--- config.mk ---
export PLATFORM = sky130hd
export DESIGN_NAME = pipelined_shifter
export DESIGN_NICKNAME = d
export VERILOG_FILES = /design/src/rtl/shifter_pkg.sv /design/src/rtl/shift_layer.sv /design/src/rtl/pipelined_shifter.sv
export SDC_FILE = /design/constraint.sdc
export NUM_CORES = 1
export LEC_CHECK = 0
export BUFFER_PORTS_ARGS = -buffer_cell sky130_fd_sc_hd__buf_2
export CORE_AREA = 2 2 134 136
export CTS_BUF_LIST = sky130_fd_sc_hd__clkbuf_8
export DETAILED_ROUTE_END_ITERATION = 7
export DIE_AREA = 0 0 136 138
export PLACE_DENSITY = 0.78
export SKIP_CTS_REPAIR_TIMING = 1
export SYNTH_ARGS = -nofsm -noshare
export SYNTH_HDL_FRONTEND = slang
export SYNTH_HIERARCHICAL = 1
export SYNTH_SLANG_ARGS = --single-unit
--- constraint.sdc ---
create_clock -name clk -period 2.06 [get_ports clk]
set_input_delay 0.206 -clock clk [delete_from_list [all_inputs] [get_ports clk]]
set_output_delay 0.206 -clock clk [all_outputs]
set_load 0.02 [all_outputs]
--- src/rtl/shifter_pkg.sv ---
// rtl/shifter_pkg.sv - shared shift-operation types for the ALU blocks
package shifter_pkg;

    // Encoding is shared with other ALU blocks; do not reorder.
    typedef enum logic [1:0] {
        SLL = 2'b00,
        SRL = 2'b01,
        SRA = 2'b10,
        ROR = 2'b11
    } shift_op_t;

    // Number of pipeline registers needed to cover 'layers' mux layers
    // when at most 'lps' layers sit between registers.
    function automatic int num_stages(input int layers, input int lps);
        return (layers + lps - 1) / lps;
    endfunction

endpackage

--- src/rtl/shift_layer.sv ---
// rtl/shift_layer.sv - one combinational mux2 layer of the barrel shifter
//
// Shifts or rotates data_i right/left by 2^K when en_i is set, otherwise
// passes it through unchanged.
//   data_i : operand entering this layer
//   op_i   : shift mode (SLL / SRL / SRA / ROR)
//   sign_i : sign of the original operand, used as SRA fill
//   en_i   : the shamt bit owned by this layer
//   data_o : layer result
module shift_layer
    import shifter_pkg::*;
#(
    parameter int N = 32,
    parameter int K = 0
) (
    input  logic [N-1:0] data_i,
    input  shift_op_t    op_i,
    input  logic         sign_i,
    input  logic         en_i,
    output logic [N-1:0] data_o
);

    localparam int D = 1 << K;

    logic [N-1:0] shifted;

    always_comb begin
        shifted = data_i >> D;
        case (op_i)
            SLL:     shifted = data_i << D;
            SRL:     shifted = data_i >> D;
            // The original sign bit is used rather than data_i[N-1]; after
            // earlier layers the top bits are already sign copies anyway.
            SRA:     shifted = (data_i >> D) | ({N{sign_i}} << (N - D));
            ROR:     shifted = (data_i >> D) | (data_i << (N - D));
            default: shifted = data_i >> D;
        endcase
        data_o = en_i ? shifted : data_i;
    end

endmodule

--- src/rtl/pipelined_shifter.sv ---
// rtl/pipelined_shifter.sv - valid/ready pipelined barrel shifter
//
// Log-depth shifter: layer k moves the operand by 2^k when shamt[k] is set,
// LSB layer first. A register stage follows every LAYERS_PER_STAGE layers
// and the final layer, giving P stages of latency.
//   clk, rst_n          : clock, asynchronous active-low reset
//   in_valid/in_ready   : input handshake
//   in_data             : operand (N bits)
//   in_shamt            : shift amount ($clog2(N) bits)
//   in_op               : shift_op_t mode
//   out_valid/out_ready : output handshake
//   out_data            : result, forced to zero while out_valid is low
module pipelined_shifter
    import shifter_pkg::*;
#(
    parameter int N                = 32,
    parameter int LAYERS_PER_STAGE = 2,
    localparam int S               = $clog2(N)
) (
    input  logic         clk,
    input  logic         rst_n,
    input  logic         in_valid,
    output logic         in_ready,
    input  logic [N-1:0] in_data,
    input  logic [S-1:0] in_shamt,
    input  logic [1:0]   in_op,
    output logic         out_valid,
    input  logic         out_ready,
    output logic [N-1:0] out_data
);

    localparam int LPS = LAYERS_PER_STAGE;
    localparam int P   = num_stages(S, LPS);

    // Stage registers
    logic [N-1:0] data_q  [P];
    logic [N-1:0] data_d  [P];
    logic [S-1:0] shamt_q [P];
    logic [S-1:0] shamt_d [P];
    shift_op_t    op_q    [P];
    shift_op_t    op_d    [P];
    logic [P-1:0] sign_q, sign_d;
    logic [P-1:0] valid_q, valid_d;

    // Values arriving at each stage register from its layers
    logic [N-1:0] stg_data  [P];
    logic [S-1:0] stg_shamt [P];
    shift_op_t    stg_op    [P];
    logic         stg_sign  [P];

    logic [P-1:0] src_valid;
    logic [P-1:0] load;

    // Layer chain. The first layer of each stage reads the previous stage
    // register (or the input port for layer 0); the others continue the
    // combinational chain from the layer below.
    for (genvar k = 0; k < S; k++) begin : g_layer
        localparam int ST = k / LPS;

        logic [N-1:0] d_in;
        logic [N-1:0] d_out;
        logic [S-1:0] sh;
        shift_op_t    op;
        logic         sign;

        if (k == 0) begin : g_from_input
            assign d_in = in_data;
            assign sh   = in_shamt;
            assign op   = shift_op_t'(in_op);
            assign sign = in_data[N-1];
        end else if (k % LPS == 0) begin : g_from_reg
            assign d_in = data_q[ST-1];
            assign sh   = shamt_q[ST-1];
            assign op   = op_q[ST-1];
            assign sign = sign_q[ST-1];
        end else begin : g_from_chain
            assign d_in = g_layer[k-1].d_out;
            assign sh   = g_layer[k-1].sh;
            assign op   = g_layer[k-1].op;
            assign sign = g_layer[k-1].sign;
        end

        shift_layer #(
            .N (N),
            .K (k)
        ) u_layer (
            .data_i (d_in),
            .op_i   (op),
            .sign_i (sign),
            .en_i   (sh[k]),
            .data_o (d_out)
        );
    end

    for (genvar j = 0; j < P; j++) begin : g_stage
        localparam int LAST = (((j + 1) * LPS < S) ? (j + 1) * LPS : S) - 1;

        assign stg_data[j]  = g_layer[LAST].d_out;
        assign stg_shamt[j] = g_layer[LAST].sh;
        assign stg_op[j]    = g_layer[LAST].op;
        assign stg_sign[j]  = g_layer[LAST].sign;
    end

    always_comb begin
        src_valid    = '0;
        src_valid[0] = in_valid;
        for (int j = 1; j < P; j++) begin
            src_valid[j] = valid_q[j-1];
        end

        // A stage may load when any stage from itself to the output is
        // empty, or the output is being drained: either way everything
        // in front of it moves up by one, so bubbles collapse.
        load = '0;
        for (int j = 0; j < P; j++) begin
            load[j] = out_ready;
            for (int m = j; m < P; m++) begin
                if (!valid_q[m]) begin
                    load[j] = 1'b1;
                end
            end
        end

        sign_d  = sign_q;
        valid_d = valid_q;
        for (int j = 0; j < P; j++) begin
            data_d[j]  = data_q[j];
            shamt_d[j] = shamt_q[j];
            op_d[j]    = op_q[j];
            if (load[j]) begin
                valid_d[j] = src_valid[j];
                if (src_valid[j]) begin
                    data_d[j]  = stg_data[j];
                    shamt_d[j] = stg_shamt[j];
                    op_d[j]    = stg_op[j];
                    sign_d[j]  = stg_sign[j];
                end
            end
        end
    end

    always_ff @(posedge clk or negedge rst_n) begin
        if (!rst_n) begin
            for (int j = 0; j < P; j++) begin
                data_q[j]  <= '0;
                shamt_q[j] <= '0;
                op_q[j]    <= SLL;
            end
            sign_q  <= '0;
            valid_q <= '0;
        end else begin
            for (int j = 0; j < P; j++) begin
                data_q[j]  <= data_d[j];
                shamt_q[j] <= shamt_d[j];
                op_q[j]    <= op_d[j];
            end
            sign_q  <= sign_d;
            valid_q <= valid_d;
        end
    end

    assign in_ready  = load[0];
    assign out_valid = valid_q[P-1];
    assign out_data  = valid_q[P-1] ? data_q[P-1] : '0;

    // The last stage's control fields have no consumer downstream.
    logic unused_tail;
    assign unused_tail = ^{shamt_q[P-1], op_q[P-1], sign_q[P-1]};

endmodule

==> results of run 1 <==
[state kept, by name, summed over array words and instances (netlist names)]
name	count
g_layer.d_in	64
data_q	32
g_layer.op	4
g_layer.sh	4
valid_q	3
sign_q	2
[cells by family (layout without fill, tap and decap cells)]
kind of cell           count (synthesis)  in the layout
AOI/OAI and AO/OA                    229            229
buffers and inverters                138            206
DFF                                  109            109
muxes                                167            167
and+or+nand+nor                      293            293
[worst max path at each step]
stage                           from                   to  slack, ns  cells past startpoint
floorplan           g_layer[2].op[1]  g_layer[4].d_in[20]       0.11                      6
global placement    g_layer[2].op[1]  g_layer[4].d_in[19]       0.03                      5
detailed placement  g_layer[2].op[1]  g_layer[4].d_in[19]      -0.03                      5
CTS                 g_layer[2].op[1]  g_layer[4].d_in[19]      -0.05                      5
global route        g_layer[2].op[1]  g_layer[4].d_in[19]      -0.11                      8
finish              g_layer[2].op[1]  g_layer[4].d_in[23]      -0.07                      6
[cell type report]
cell class / instances / area, um^2 / share of cell area (%)
multi-input cells: 689 / 5200 / 53.9
flip-flops and latches: 109 / 2730 / 28.4
repair buffers: 143 / 1040 / 10.8
well taps: 229 / 287 / 2.97
inverters: 47 / 176 / 1.83
clock buffers: 10 / 138 / 1.43
clock inverters: 6 / 62.6 / 0.649
[metal layers]
metal,wire [um],share of wire (%)
met1,9120,46
met2,9530,48
met3,866,4.4
met4,388,1.9
met5,0,0
[where the power goes]
part / total, mW / internal, mW / switching [mW]
clock network: 1.34 / 0.594 / 0.748
registers: 3.69 / 2.91 / 0.780
logic: 4.76 / 2.38 / 2.38
total: 9.79 / 5.88 / 3.91
[cell usage in the layout (no fill, tap or decap), drive strengths merged, types with 2 or more instances in the layout]
cell type,netlist,routed
mux2,106,106
o221ai,16,16
inv,47,49
o21ai,69,69
o22ai,31,31
nand2,39,39
clkbuf,29,10
dfrtp,109,109
a21oi,30,30
mux2i,61,61
clkinvlp,0,2
or3b,68,68
nor2,103,103
nand2b,18,18
o211ai,14,14
a31oi,69,69
buf,62,142
and2,32,32
nand4bb,29,29
[cells in the mapped netlist (all sizes together)]
cell	number
a31oi	69
a21oi	30
nor2	103
nand2	39
dfrtp	109
and2	32
inv	47
o22ai	31
mux2	106
clkbuf	29
nand4b	1
o211ai	14
o21ai	69
or4bb	1
nor2b	1
or3b	68
mux2i	61
nand3b	1
nand2b	18
nand4bb	29
o221ai	16
buf	62
[worst max-delay path, delay by kind of cell (launching register included)]
family          cells  cell delay, ns
simple gates        2            0.79
buf+inv             1            0.16
mux                 1            0.16
flops               1            0.55
compound gates      2            0.41
==> run_results.csv, run 1 <==
group,metric,value,unit
outcome,status,"complete, but fails checks",
outcome,failed_checks,"setup timing",
sta,final.setup.tns,-0.132,ns
logic_synthesis,synth.top_cell.area_share,32.1,%
sta,rsz0062_at_grt,"true",
sta,setup_slack,-0.0693,ns
detailed_routing,vias_per_cell,5.86,
critical_path,r2r_slack,-0.07,ns
sta,fin_crit_sh,103,%
critical_path,cp_max_fo,9,
placement,io_buffers,76,
grt,grt_pass1_vias,6349,
finish,drive_gt1_share,27.4,%
logic_synthesis,syn_area_per_cell,9.08,um^2
cts,root_buffer,"clkbuf_8",
detailed_routing,antenna_left,0,
grt,antenna_found_initial,0,
sta,finalHoldViolCount,0,
sta,finalSetupViolations,3,
power_and_ir_drop,cellPowerDensity,1020,mW/mm^2
job,max_cap_violations,0,
placement,placed_cells,1210,
logic_synthesis,synth-seq-cells,109,
finish,diodes,0,
sta,holdWs,0.0101,ns
power_and_ir_drop,irDropWorstVdd,0.000587,V
grt,grt_usage,20.8,%
detailed_routing,post-route-drc-count,0,
cts,cts_tree,"built",
worst_hold_path,whs_path_depth,2,
grt,grt.met1_usage,29.6,%
critical_path,cp-start-kind,"flip-flop",
logic_synthesis,ys_seq_area_share,32.1,%
detailed_routing,firstDrtPassIters,5,
finish,fillers,1566,
worst_hold_path,hold_start,"in_valid",
critical_path,cp_cell_sequence,"buf_6 > or3b_1 > a31oi_2 > or3b_4 > a31oi_2 > mux2_2",
grt,grt_max_degree,66,
logic_synthesis,yosys.area.top_type,"dfrtp_1",
critical_path,worstSetupEndpointType,"flip-flop",
logic_synthesis,synthAdderAreaFrac,0,%
placement,dp_hpwl,14300,um
logic_synthesis,yosys-top-cells-area,"dfrtp_1 (32%), mux2_2 (11%), mux2i_1 (7.2%)",
grt,grt_pass1_wl,32200,um
logic_synthesis,synth_area,0.00850,mm^2
logic_synthesis,synth_cell_type_count,34,
detailed_routing,num_vias,7229,
placement,place_ws,-0.0332,ns
critical_path,critical_path_arrival,2.46,ns
logic_synthesis,synth_mux_area_share,21.2,%
detailed_routing,drt_iter0_drc,369,
cts,numCtsBuffers,9,
power_and_ir_drop,p_leak,4.08,nW
cts,cts_sinks,109,
grt,grt_util_met3,2.27,%
critical_path,required,2.39,ns
finish,fin_util,55.0,%
critical_path,reg2regPathDepth,6,
critical_path,critPathMostFrequentCell,"a31oi_2",
logic_synthesis,synth_xor_area_share,0,%
floorplanning,die_y,138,um
cts,ctsHtreeMaxLevel,3,
worst_hold_path,worstHoldEndpoint,"valid_q[0]",
grt,grt_overflow,0,
floorplanning,die_x,136,um
sta,slew-limit-headroom,60.9,%
critical_path,crit_type,"flip-flop to flip-flop",
critical_path,timing.rr.start,"g_layer[2].op[1]",
floorplanning,die_area,0.0188,mm^2
grt,busiest_layer,"met2",
logic_synthesis,yosys_warnings,6,
power_and_ir_drop,power,9.79,mW
floorplanning,ios,77,
sta,min_period,2.13,ns
grt,grtUsageMet2,33.9,%
sta,worstMarginPinSlew,0.587,ns
finish,final_cells,1233,
cts,cts_max_path_buffers,2,
logic_synthesis,syn_nets,979,
sta,maxSlewViolCount,0,
logic_synthesis,yosys.area_share.simple,21.5,%
critical_path,rr_endpoint,"g_layer[4].d_in[23]",
critical_path,critPathMaxStageDelay,0.55,ns
placement,placed_area,0.00918,mm^2
floorplanning,start_util,48.5,%
detailed_routing,detail_route.wl_per_cell,16.1,um
worst_hold_path,min_path_type,"primary input to flip-flop",
cts,path_clk_slew,0.10,ns
logic_synthesis,synth_compound_area_share,16.1,%
logic_synthesis,synth_top_family_by_area,"simple AND/OR/NAND/NOR gates",
finish,layout-area-overhead-vs-synth,13.4,%
detailed_routing,drt_wl_total,19900,um
floorplanning,placementRows,49,
sta,fin_skew,0.0109,ns
logic_synthesis,synthCells,936,
placement,place_congestion,0.888,
critical_path,cp_slowest_cell,"dfrtp_4",
floorplanning,core-area,0.0175,mm^2
finish,nets,1042,
sta,fmax,470,MHz
cts,clock_latency,0.39,ns
finish,postLayoutCellArea,0.00964,mm^2
Note: power is estimated with default switching activity, not from simulation.
==> run 2, diff against run 1 <==
CORE_AREA = 2 2 159 115   (was 2 2 134 136)
DIE_AREA = 0 0 161 117   (was 0 0 136 138)
GPL_TIMING_DRIVEN = 0   (was not set)
==> run 2 against run 1 <==
  * The flow still finishes with violations (setup timing)
  * Sequential share of layout area fell by 1.1 points
  * Critical path type unchanged
  * Global-route usage rose by 4.4 points
  * Register-to-register slack got worse by 0.13 ns
  * Non-clock buffer count rose by 40
  * Wire length rose by 26%
  * Clock power rose by 4%
  * Fmax fell by 5.6%
  * Combinational power rose by 12%
  * Final cell count rose by 3.8%
  * Sequential power fell by 2%
  * Critical path depth did not move
==> run_results.csv, run 2 (synthesis gave the netlist of run 1 again) <==
group,metric,value,unit
outcome,status,"complete, but fails checks",
outcome,failed_checks,"setup timing",
detailed_routing,detail_route.wl_per_cell,19.6,um
floorplanning,placementRows,41,
sta,maxSlewViolCount,0,
sta,slew-limit-headroom,59.6,%
power_and_ir_drop,irDropWorstVdd,0.000472,V
detailed_routing,highest_layer,"met4",
power_and_ir_drop,p_int,6.00,mW
detailed_routing,antenna_left,0,
placement,placed_cells,1249,
grt,grt_pass1_vias,6753,
cts,cts_max_path_buffers,2,
critical_path,cp_max_fo,10,
detailed_routing,drt_wl_total,25000,um
placement,dp_hpwl,18600,um
sta,fin_skew,0.0141,ns
sta,fin_crit_sh,110,%
power_and_ir_drop,power_frac_clock,13.5,%
grt,grt_pass1_wl,37500,um
cts,cts_sinks,109,
power_and_ir_drop,combPwrFrac,51.6,%
finish,drive_gt1_share,30.0,%
detailed_routing,post-route-drc-count,0,
detailed_routing,dr_wl_met3,2940,um
critical_path,crit_type,"flip-flop to flip-flop",
sta,setup_slack,-0.196,ns
power_and_ir_drop,switching_power,4.34,mW
job,max_cap_violations,0,
finish,final_common_cell,"dfrtp_1",
finish,final_cell_mix,"dfrtp_1 (107), nor2_1 (100), buf_2 (98)",
power_and_ir_drop,p_sw_share,42.0,%
cts,cts_tree,"built",
critical_path,r2r_slack,-0.20,ns
grt,antenna_found_initial,0,
detailed_routing,vias_per_cell,6.24,
grt,grt_max_degree,67,
sta,finalHoldViolCount,0,
worst_hold_path,min_path_type,"primary input to flip-flop",
cts,root_buffer,"clkbuf_8",
power_and_ir_drop,cellPowerDensity,1030,mW/mm^2
critical_path,required,2.39,ns
detailed_routing,firstDrtPassIters,5,
cts,ctsHtreeMaxLevel,3,
finish,layout-area-overhead-vs-synth,18.1,%
placement,io_buffers,76,
detailed_routing,drt_iter0_drc,1013,
floorplanning,start_util,48.7,%
detailed_routing,wl_met2,10200,um
critical_path,critical_path_arrival,2.59,ns
sta,rsz0062_at_grt,"true",
sta,min_period,2.26,ns
floorplanning,ios,77,
cts,path_clk_slew,0.12,ns
grt,grt_overflow,0,
cts,clock_latency,0.39,ns
floorplanning,core-area,0.0174,mm^2
finish,final_cells,1280,
detailed_routing,num_vias,7989,
grt,grt_usage,25.2,%
finish,diodes,0,
floorplanning,die_y,117,um
floorplanning,die_area,0.0188,mm^2
detailed_routing,m1WireLength,11600,um
critical_path,worstSetupEndpointType,"flip-flop",
cts,numCtsBuffers,9,
power_and_ir_drop,p_leak,4.20,nW
finish,largest_register_ffs,64,
placement,place_congestion,1.04,
critical_path,cp-start-kind,"flip-flop",
finish,nets,1082,
floorplanning,die_x,161,um
power_and_ir_drop,seqPwrFrac,34.9,%
sta,holdWs,0.0199,ns
sta,fmax,443,MHz
sta,finalSetupViolations,16,
sta,worstMarginPinSlew,0.606,ns
-- run 2: path summary, 6_finish.rpt --
path                                  start             endpoint  cells after the start
setup / recovery           g_layer[2].op[0]  g_layer[4].d_in[18]                      6
hold / removal                     in_valid           valid_q[0]                      2
setup reg to reg           g_layer[2].op[0]  g_layer[4].d_in[18]                      6
hold reg to reg                   data_q[8]            data_q[8]                      1
max in group asynchronous             rst_n            data_q[0]                      3
min in group asynchronous             rst_n  g_layer[2].d_in[12]                      2
-- run 2: final cells by class --
| cell class | count | area (um^2) |
|---|---|---|
| buffer | 90 | 623 |
| clock buffer | 10 | 138 |
| clock inverter | 6 | 70.1 |
| fill | 1527 | 7410 |
| inverter | 47 | 176 |
| multi-input combinational | 689 | 5470 |
| sequential | 109 | 2730 |
| tap | 236 | 295 |
| timing repair buffer | 93 | 528 |
-- run 2: worst max-delay path: stages (launching register included) --
cell and delay [ns]:
dfrtp_2 0.49, buf_4 0.20, or3b_4 0.41, a31oi_4 0.28, or3b_4 0.43, a31oi_4 0.20
mux2_4 0.17
-- run 2: per-layer routing --
metal | global-route usage, % | vias to the layer above
li1 | - | 3612
met4 | 4.40 | 0
met5 | 2.78 | -
met2 | 34.6 | 431
met1 | 39.6 | 3903
met3 | 6.34 | 43
-- run 2: power by group through the flow --
| stage | Sequential (mW) | Combinational, mW | Clock (mW) |
|---|---|---|---|
| CTS | 3.59 | 4.64 | 1.41 |
| finish | 3.61 | 5.34 | 1.39 |
| detailed placement | 3.63 | 4.63 | 0 |
| global placement | 3.60 | 4.53 | 0 |
| global route | 3.70 | 5.74 | 1.49 |
| floorplan | 3.34 | 3.50 | 0 |
-- run 2: metrics by stage --
step	cell area (um^2)	setup slack [ns]	util, %	power, mW	TNS (ns)
3_5_place_dp	9210	-0.594	52.8	8.26	-7.46
2_1_floorplan	8500	0.106	-	6.85	0
5_1_grt	10000	-0.231	57.5	10.9	-2.25
4_1_cts	9410	-0.637	54.0	9.64	-8.61
3_3_place_gp	9180	-0.635	52.6	8.13	-55.02
6_report	10000	-0.196	57.5	10.3	-1.53
